[src/rtl/pipe_pkg.sv]
// Shared definitions for the elastic pipeline register chain.
//   cnt_w      : bit width needed to count 0..depth valid stages
//   MAX_DEPTH  : largest supported chain depth
//   occ_max_t  : occupancy type wide enough for the largest chain
package pipe_pkg;

    localparam int unsigned MAX_DEPTH = 64;

    // Width of a counter that must hold every value from 0 to depth inclusive.
    function automatic int unsigned cnt_w(input int unsigned depth);
        return $unsigned($clog2(depth + 1));
    endfunction

    typedef logic [cnt_w(MAX_DEPTH)-1:0] occ_max_t;

endpackage

[src/rtl/pipe_stage.sv]
// One stage of the elastic chain: a valid bit plus a payload register.
// Ports:
//   clk, rst  : clock, asynchronous active-high reset
//   load_i    : stage takes the upstream entry (or bubble) this cycle
//   flush_i   : drop the held entry; payload register keeps its value
//   v_i, d_i  : upstream valid / payload
//   v_o, d_o  : this stage's valid / payload
module pipe_stage
    import pipe_pkg::*;
#(
    parameter int unsigned      WIDTH   = 8,
    parameter logic [WIDTH-1:0] RST_VAL = '0
) (
    input  logic             clk,
    input  logic             rst,
    input  logic             load_i,
    input  logic             flush_i,
    input  logic             v_i,
    input  logic [WIDTH-1:0] d_i,
    output logic             v_o,
    output logic [WIDTH-1:0] d_o
);

    logic             v_q, v_d;
    logic [WIDTH-1:0] d_q, d_d;

    // Next state: bubbles move forward as valid=0 but never overwrite payload.
    always_comb begin
        v_d = v_q;
        d_d = d_q;
        if (flush_i) begin
            v_d = 1'b0;
        end else if (load_i) begin
            v_d = v_i;
            if (v_i) begin
                d_d = d_i;
            end
        end
    end

    always_ff @(posedge clk or posedge rst) begin
        if (rst) begin
            v_q <= 1'b0;
            d_q <= RST_VAL;
        end else begin
            v_q <= v_d;
            d_q <= d_d;
        end
    end

    assign v_o = v_q;
    assign d_o = d_q;

endmodule

[src/rtl/pipe_reg_chain.sv]
// Elastic valid/ready pipeline of DEPTH register stages carrying WIDTH bits.
// Supports bubble collapsing, global stall (en), same-cycle flush and an
// occupancy count.
// Ports:
//   clk, rst             : clock, asynchronous active-high reset
//   en                   : 0 freezes every stage and blocks both handshakes
//   flush                : discard all in-flight entries (wins over everything)
//   in_valid/in_ready    : upstream handshake, in_data payload
//   out_valid/out_ready  : downstream handshake, out_data payload (0 when idle)
//   occupancy            : number of valid stages
module pipe_reg_chain
    import pipe_pkg::*;
#(
    parameter int unsigned      WIDTH   = 8,
    parameter int unsigned      DEPTH   = 3,
    parameter logic [WIDTH-1:0] RST_VAL = '0
) (
    input  logic                     clk,
    input  logic                     rst,
    input  logic                     en,
    input  logic                     flush,
    input  logic                     in_valid,
    output logic                     in_ready,
    input  logic [WIDTH-1:0]         in_data,
    output logic                     out_valid,
    input  logic                     out_ready,
    output logic [WIDTH-1:0]         out_data,
    output logic [cnt_w(DEPTH)-1:0]  occupancy
);

    localparam int unsigned CW = cnt_w(DEPTH);
    typedef logic [CW-1:0] occ_t;

    logic [DEPTH-1:0] v_q;
    logic [WIDTH-1:0] d_q [DEPTH];
    logic [DEPTH-1:0] ready_c;
    logic             in_fire_c;
    logic             out_fire_c;
    occ_t             occ_q, occ_d;

    // Ready ripple in closed form: stage i may advance when enabled and either
    // downstream accepts or some stage at or after i holds a bubble.
    always_comb begin : ready_ripple
        logic full_tail;
        full_tail = 1'b1;
        ready_c   = '0;
        for (int i = int'(DEPTH) - 1; i >= 0; i--) begin
            full_tail  = full_tail & v_q[i];
            ready_c[i] = en & ~flush & (out_ready | ~full_tail);
        end
    end

    // Stage chain; stage 0 is fed from the input port.
    for (genvar i = 0; i < DEPTH; i++) begin : g_stage
        logic             up_v;
        logic [WIDTH-1:0] up_d;

        if (i == 0) begin : g_head
            assign up_v = in_valid;
            assign up_d = in_data;
        end else begin : g_link
            assign up_v = v_q[i-1];
            assign up_d = d_q[i-1];
        end

        pipe_stage #(
            .WIDTH   (WIDTH),
            .RST_VAL (RST_VAL)
        ) u_stage (
            .clk     (clk),
            .rst     (rst),
            .load_i  (ready_c[i]),
            .flush_i (flush),
            .v_i     (up_v),
            .d_i     (up_d),
            .v_o     (v_q[i]),
            .d_o     (d_q[i])
        );
    end

    // in_ready is masked by rst because the ripple alone would read 1 on an
    // empty chain while reset is held.
    assign in_ready   = ready_c[0] & ~rst;
    assign out_valid  = v_q[DEPTH-1] & en & ~flush;
    assign out_data   = out_valid ? d_q[DEPTH-1] : '0;

    assign in_fire_c  = in_valid & in_ready;
    assign out_fire_c = out_valid & out_ready;

    // Occupancy tracks handshakes; simultaneous in/out leaves it unchanged.
    always_comb begin
        occ_d = occ_q;
        if (flush) begin
            occ_d = '0;
        end else if (in_fire_c && !out_fire_c) begin
            occ_d = occ_q + occ_t'(1);
        end else if (out_fire_c && !in_fire_c) begin
            occ_d = occ_q - occ_t'(1);
        end
    end

    always_ff @(posedge clk or posedge rst) begin
        if (rst) begin
            occ_q <= '0;
        end else begin
            occ_q <= occ_d;
        end
    end

    assign occupancy = occ_q;

`ifndef SYNTHESIS
    // Upstream must hold its payload while stalled.
    a_in_stable: assert property (@(posedge clk) disable iff (rst)
        (in_valid && !in_ready) |=> (!in_valid || $stable(in_data)));

    a_occ_bound: assert property (@(posedge clk) disable iff (rst)
        occ_q <= occ_t'(DEPTH));

    a_depth_legal: assert property (@(posedge clk)
        (DEPTH >= 1) && (DEPTH <= MAX_DEPTH));
`endif

endmodule

[config.mk]
export PLATFORM = sky130hd
export DESIGN_NAME = pipe_reg_chain
export DESIGN_NICKNAME = d
export VERILOG_FILES = /design/src/rtl/pipe_pkg.sv /design/src/rtl/pipe_stage.sv /design/src/rtl/pipe_reg_chain.sv
export SDC_FILE = /design/constraint.sdc
export NUM_CORES = 1
export LEC_CHECK = 0
export BUFFER_PORTS_ARGS = -buffer_cell sky130_fd_sc_hd__buf_2
export CAP_MARGIN = 5
export CORE_AREA = 2 2 54 56
export DETAILED_ROUTE_END_ITERATION = 8
export DIE_AREA = 0 0 56 58
export PLACE_DENSITY = 0.75
export SETUP_SLACK_MARGIN = 0.05
export SYNTH_ARGS = -nofsm -noshare
export SYNTH_HDL_FRONTEND = slang
export SYNTH_SLANG_ARGS = --single-unit
[constraint.sdc]
create_clock -name clk -period 1.71 [get_ports clk]
set_input_delay 0.0855 -clock clk [delete_from_list [all_inputs] [get_ports clk]]
set_output_delay 0.0855 -clock clk [all_outputs]
set_load 0.005 [all_outputs]
======== Yosys cells after proc, flatten, opt, wreduce, memory -nomap -nowiden ========
Cells that the tools add are included.
word-level totals
  output and inout bits ................... 12
  flip-flop bits (word level) ............. 29
cells by class
  bitwise operators ....................... 19
  mux-type cells .......................... 10
  add/sub/neg operators ................... 2
  reductions and logical operators ........ 11
operators with widths
  kind                                               count
  AND 1 bit                                          11
  AND reduction 3 bit                                3
  two-way mux 8 bit                                  1
  two-way mux 1 bit                                  6
  two-way mux 2 bit                                  3
  nonzero test 2 bit                                 3
  inverter 1 bit                                     5
  bitwise OR 1 bit                                   3
  nonzero test 3 bit                                 1
  adder 2 x 1 -> 2 bit (second input constant)       1
  logical AND 1 bit                                  2
  zero test 1 bit                                    2
  subtractor 2 x 1 -> 2 bit (second input constant)  1

======== Longest topological paths before layout ========
  depth in word-level cells ............... 12
  mapped depth ............................ 5

======== Modules after synthesis ========
A second synthesis with hierarchy kept.
unflattened totals
  cells, all modules ...................... 97
  area, all modules ....................... 1322.5 µm²
modules (own cells, without submodules)
  module          cells an instance  instances  area an instance (µm²)
  pipe_stage      21                 3          352.8
  pipe_reg_chain  34                 1          264.0

======== Worst setup path after synthesis ========
Ideal clock, no wire load.
  path type ............................... input to register
  from .................................... in rst
  to ...................................... reg occ_q[1] (netlist: occupancy[1])
  stages .................................. 4
  setup time .............................. 0.079 ns
  data required time ...................... 1.631 ns
  path slack .............................. 0.241 ns
  arrival ................................. 1.390 ns
  cell sequence ........................... inv_1 > nand4_1 > o22ai_1 > mux2i_1
between the ends
  longest elaborated chain between the ends .. 6
  elaborated cells on any way between the ends .. 9
  those cells by class .................... mux (2); bitwise (3); reduce/logical (4)
RTL lines
  element                                                  RTL line                                    RTL
  start, declared                                          pipe_reg_chain.sv:19                        input logic rst,
  inverter 1 bit (*)                                       pipe_reg_chain.sv:83                        assign in_ready = ready_c[0] & ~rst;
  AND 1 bit (*)                                            pipe_reg_chain.sv:83
  AND 1 bit (*)                                            pipe_reg_chain.sv:87                        assign in_fire_c = in_valid & in_ready;
  logical AND 1 bit or zero test 1 bit (tied branches)     pipe_reg_chain.sv:95, pipe_reg_chain.sv:97
  two-way mux 2 bit or logical AND 1 bit (tied branches)   pipe_reg_chain.sv:95, pipe_reg_chain.sv:97
  two-way mux 2 bit or nonzero test 3 bit (tied branches)  -
  end signal, assigned                                     pipe_reg_chain.sv:104                       occ_q <= '0;
  end signal, assigned                                     pipe_reg_chain.sv:106                       occ_q <= occ_d;
  end, declared                                            pipe_reg_chain.sv:39                        occ_t occ_q, occ_d;
Mark *: on every way between the ends. The rest lies on a longest branch, timed or not.
A chain may end at the register's enable or synchronous reset.

======== Worst setup path in the final report ========
  from .................................... reg g_stage[2].u_stage.v_q
  to ...................................... out in_ready
between the ends
  longest elaborated chain between the ends .. 6
RTL lines
  element                 RTL line              RTL
  start, declared         pipe_stage.sv:24      logic v_q, v_d;
  start signal, assigned  pipe_stage.sv:46      v_q <= v_d;
  AND 1 bit (2 in a row)  pipe_reg_chain.sv:48  full_tail = full_tail & v_q[i];
  inverter 1 bit          pipe_reg_chain.sv:49  ready_c[i] = en & ~flush & (out_ready | ~full_tail);
  bitwise OR 1 bit        pipe_reg_chain.sv:49
  AND 1 bit               pipe_reg_chain.sv:49
  AND 1 bit               pipe_reg_chain.sv:83
  end, declared           pipe_reg_chain.sv:23  output logic in_ready,
No other way between the ends.

==> impl_results.md <==
* Setup Buffers After CTS at 0
* Post-route ant nets at 0
* Max cap viols at 0
* Hold Crit Class: in -> reg
* Tot GR Track Use at 17.3%
* Post-synth top cells: dfrtp_1, mux2_4, and3_1
* Worst Path Max Fanout at 15
* Gate Count Post-Synth at 96
* Largest family of logic cells by synthesized area: multiplexers
* Startpoint types: flop
* Die X-Extent at 56 um
* Reg2Reg Launch Point: g_stage[2].u_stage.v_o$_DFFE_PP0P_
* Post-Syn Area per Cell at 14.3 um^2
* Syn nets at 110
* RSZ-0062 raised after global routing: false
* Slew HR at 79.0%
* CTS Buffer Depth at 2
* Largest net degree at the start of global routing at 31
* Synth Register Bits at 29
* Residual DRC at 0
* Die area at 3250 um^2
* Detail Placement HPWL at 1.68 mm
* Mapped cell area at 1380 um^2
* Critical path class: reg -> out
* I/O Buffers at 25
* Final period util at 87.9%
* Hold Crit Depth at 2
* Routed vias/inst at 5.38
* Final Setup Violations at 0
* Placed Cells at 148
* Synth area leaders: dfrtp_1, mux2_4, mux2_1
* R2R Setup Slk at 0.30 ns
* H-tree levels at 2
* Synth unique cells at 23
* Fraction of layout cells with a size suffix above 1 at 40.3%
* CTS tree: built
* Initial DRT Pass Iterations at 4
* Initial antenna violation count at 0
* Core box area at 2660 um^2
* Total power at 0.00158 W
* CP endpoint: in_ready
* Drt wl/cell at 14.6 um
* Max Fclk at 0.665 GHz
* CTS root buf: clkbuf_4
* Async set or reset register ratio after synthesis at 100%
* Post-synth EDFFs at 0
* Status: completed
* Overflow after GRT at 0
* Mux cell area share after synthesis at 24.7%
* Warnings, synthesis at 0
* Clk Latency, worst-skew pair at 0.32 ns
* CTS Buf Count at 5
* Pins Over Slew Limit at 0
* I/O pin count at 26
* Post-synth top area share at 52.7%
* Leak at 0.822 nW
* P&R area growth vs syn at 18.8%
* Fillers at 228
* Via count at 887
* Worst-Margin Slew at 0.314 ns
* FF-to-FF End: occupancy[1]$_DFFE_PP0P_
* Worst IR Drop VDD at 0.711 mV
* Cell row count at 19
* Req. time, crit path at 1.62 ns
* Pwr per Cell Area at 966 nW/um^2
* Diode count at 0
* Global-route wire length before repair at 4.15 mm
* Cell taking the most area after synthesis: dfrtp_1
* Dominant synthesized flop cell: dfrtp_1
* Iteration-0 DRC Markers at 30
* Setup TNS at 0 ns
* Finished Layout Cells at 165
* Post-synthesis sequential area ratio at 52.7%
* Die H at 58 um
* Synth Area in XOR/XNOR at 1.27%
* Post-Synth Adder-Cell Area at 0%
* Routed Wire Length at 2.41 mm
* Final #Nets at 147
* Complex-gate fraction of the synthesized area at 2.09%
* Gpl congestion at 0.870
* Number of global-route vias before repair at 917
* Worst-path clk slew at 0.10 ns
* Synth Area in Simple Gates at 14.7%
* Worst Setup SP: g_stage[2].u_stage.v_o$_DFFE_PP0P_
* Clk_skew at 0.0115 ns
* Clk sink count at 29
* CP endpoint kind: output pin
* Tmin final at 1.50 ns
* Initial cell density of the core at 51.7%
* Final hold vios at 0
* Worst-case reg-to-reg path depth at 4
* Count leader, synth: dfrtp_1
* Worst path arrival time at 1.42 ns
-- layout make-up --
cell class	instances	area [um^2]	area share, %
multi-input cells	61	589	36.0
repair buffers	35	226	13.8
flip-flops and latches	29	727	44.4
inverters	1	3.75	0.229
clock buffers	6	41.3	2.52
clock inverters	2	10.0	0.612
well taps	31	38.8	2.37
-- worst max-delay path, cell delays in order (launching register included) --
cell and delay, ns:
dfrtp_2 0.49, nand4b_1 0.23, and3_1 0.25, buf_2 0.12
-- cell usage in the layout (no fill, tap or decap) --
master	n
xor2_1	1
clkbuf_1	1
nand2_1	4
buf_2	25
and3_4	2
xnor2_1	1
nand3_4	1
mux2i_1	1
clkinv_2	2
mux2_1	8
dfrtp_2	1
dlygate4sd3_1	9
a22oi_1	3
dfrtp_1	28
and3_1	9
buf_6	1
nand2b_1	3
nand3b_1	1
inv_1	1
mux2_4	16
nand4_1	2
o22ai_1	1
nand4b_1	2
nor2_1	4
nor2b_4	1
clkbuf_4	5
and2_1	1
-- power breakdown --
part           internal [W]  switching (W)  total, W
clock network      0.000156       0.000235  0.000391
registers          0.000829      0.0000822  0.000912
logic              0.000197      0.0000803  0.000277
total               0.00118       0.000397   0.00158
-- worst min path at each step --
| stage | slack [ns] | startpoint | to |
|---|---|---|---|
| 2_1_floorplan | 0.15 | flush | occupancy[0]$_DFFE_PP0P_ |
| 3_5_place_dp | 0.21 | rst | occupancy[0]$_DFFE_PP0P_ |
| 3_3_place_gp | 0.21 | rst | occupancy[0]$_DFFE_PP0P_ |
| 4_1_cts | 0.005 | flush | occupancy[0]$_DFFE_PP0P_ |
| 6_report | 0.03 | flush | occupancy[0]$_DFFE_PP0P_ |
| 5_1_grt | 0.009 | flush | occupancy[0]$_DFFE_PP0P_ |
-- kinds of logic (layout without fill, tap and decap cells) --
group / Yosys count / after routing
AND/OR/NAND/NOR: 30 / 30
AO/OA/AOI/OAI: 4 / 4
flip-flops: 29 / 29
XOR/XNOR: 2 / 2
buffers and inverters: 6 / 44
multiplexers: 25 / 25
-- flip-flops by register name, indices dropped and copies added, names as in the netlist --
name and flops:
g_stage.u_stage.d_o 24, g_stage.u_stage.v_o 3, occupancy 2
-- layer usage --
| metal | GRT usage, % | part of all wire, % |
|---|---|---|
| met1 | 21.0 | 42 |
| met2 | 28.1 | 53 |
| met3 | 6.25 | 4.1 |
| met4 | 7.48 | 1.2 |
| met5 | 0 | 0 |
-- stage by stage --
stage               area (um^2)  util [%]  hold WS (ns)  setup slack, ns
CTS                        1630      61.3       0.00501           0.0785
global placement           1490      56.0         0.207            0.284
detailed placement         1490      56.0         0.209            0.207
finish                     1640      61.5        0.0265            0.207
global route               1640      61.5       0.00946            0.121
floorplan                  1380         -         0.152            0.241
-- what timing repair did --
| action | 4_1_cts | 5_1_grt |
|---|---|---|
| hold buffers | 9 | 0 |
| setup endpoints to repair | 0 | 1 |
| hold endpoints to repair | 37 | 0 |
| resized for setup | 0 | 2 |
Power figures use the tool's default switching activity.
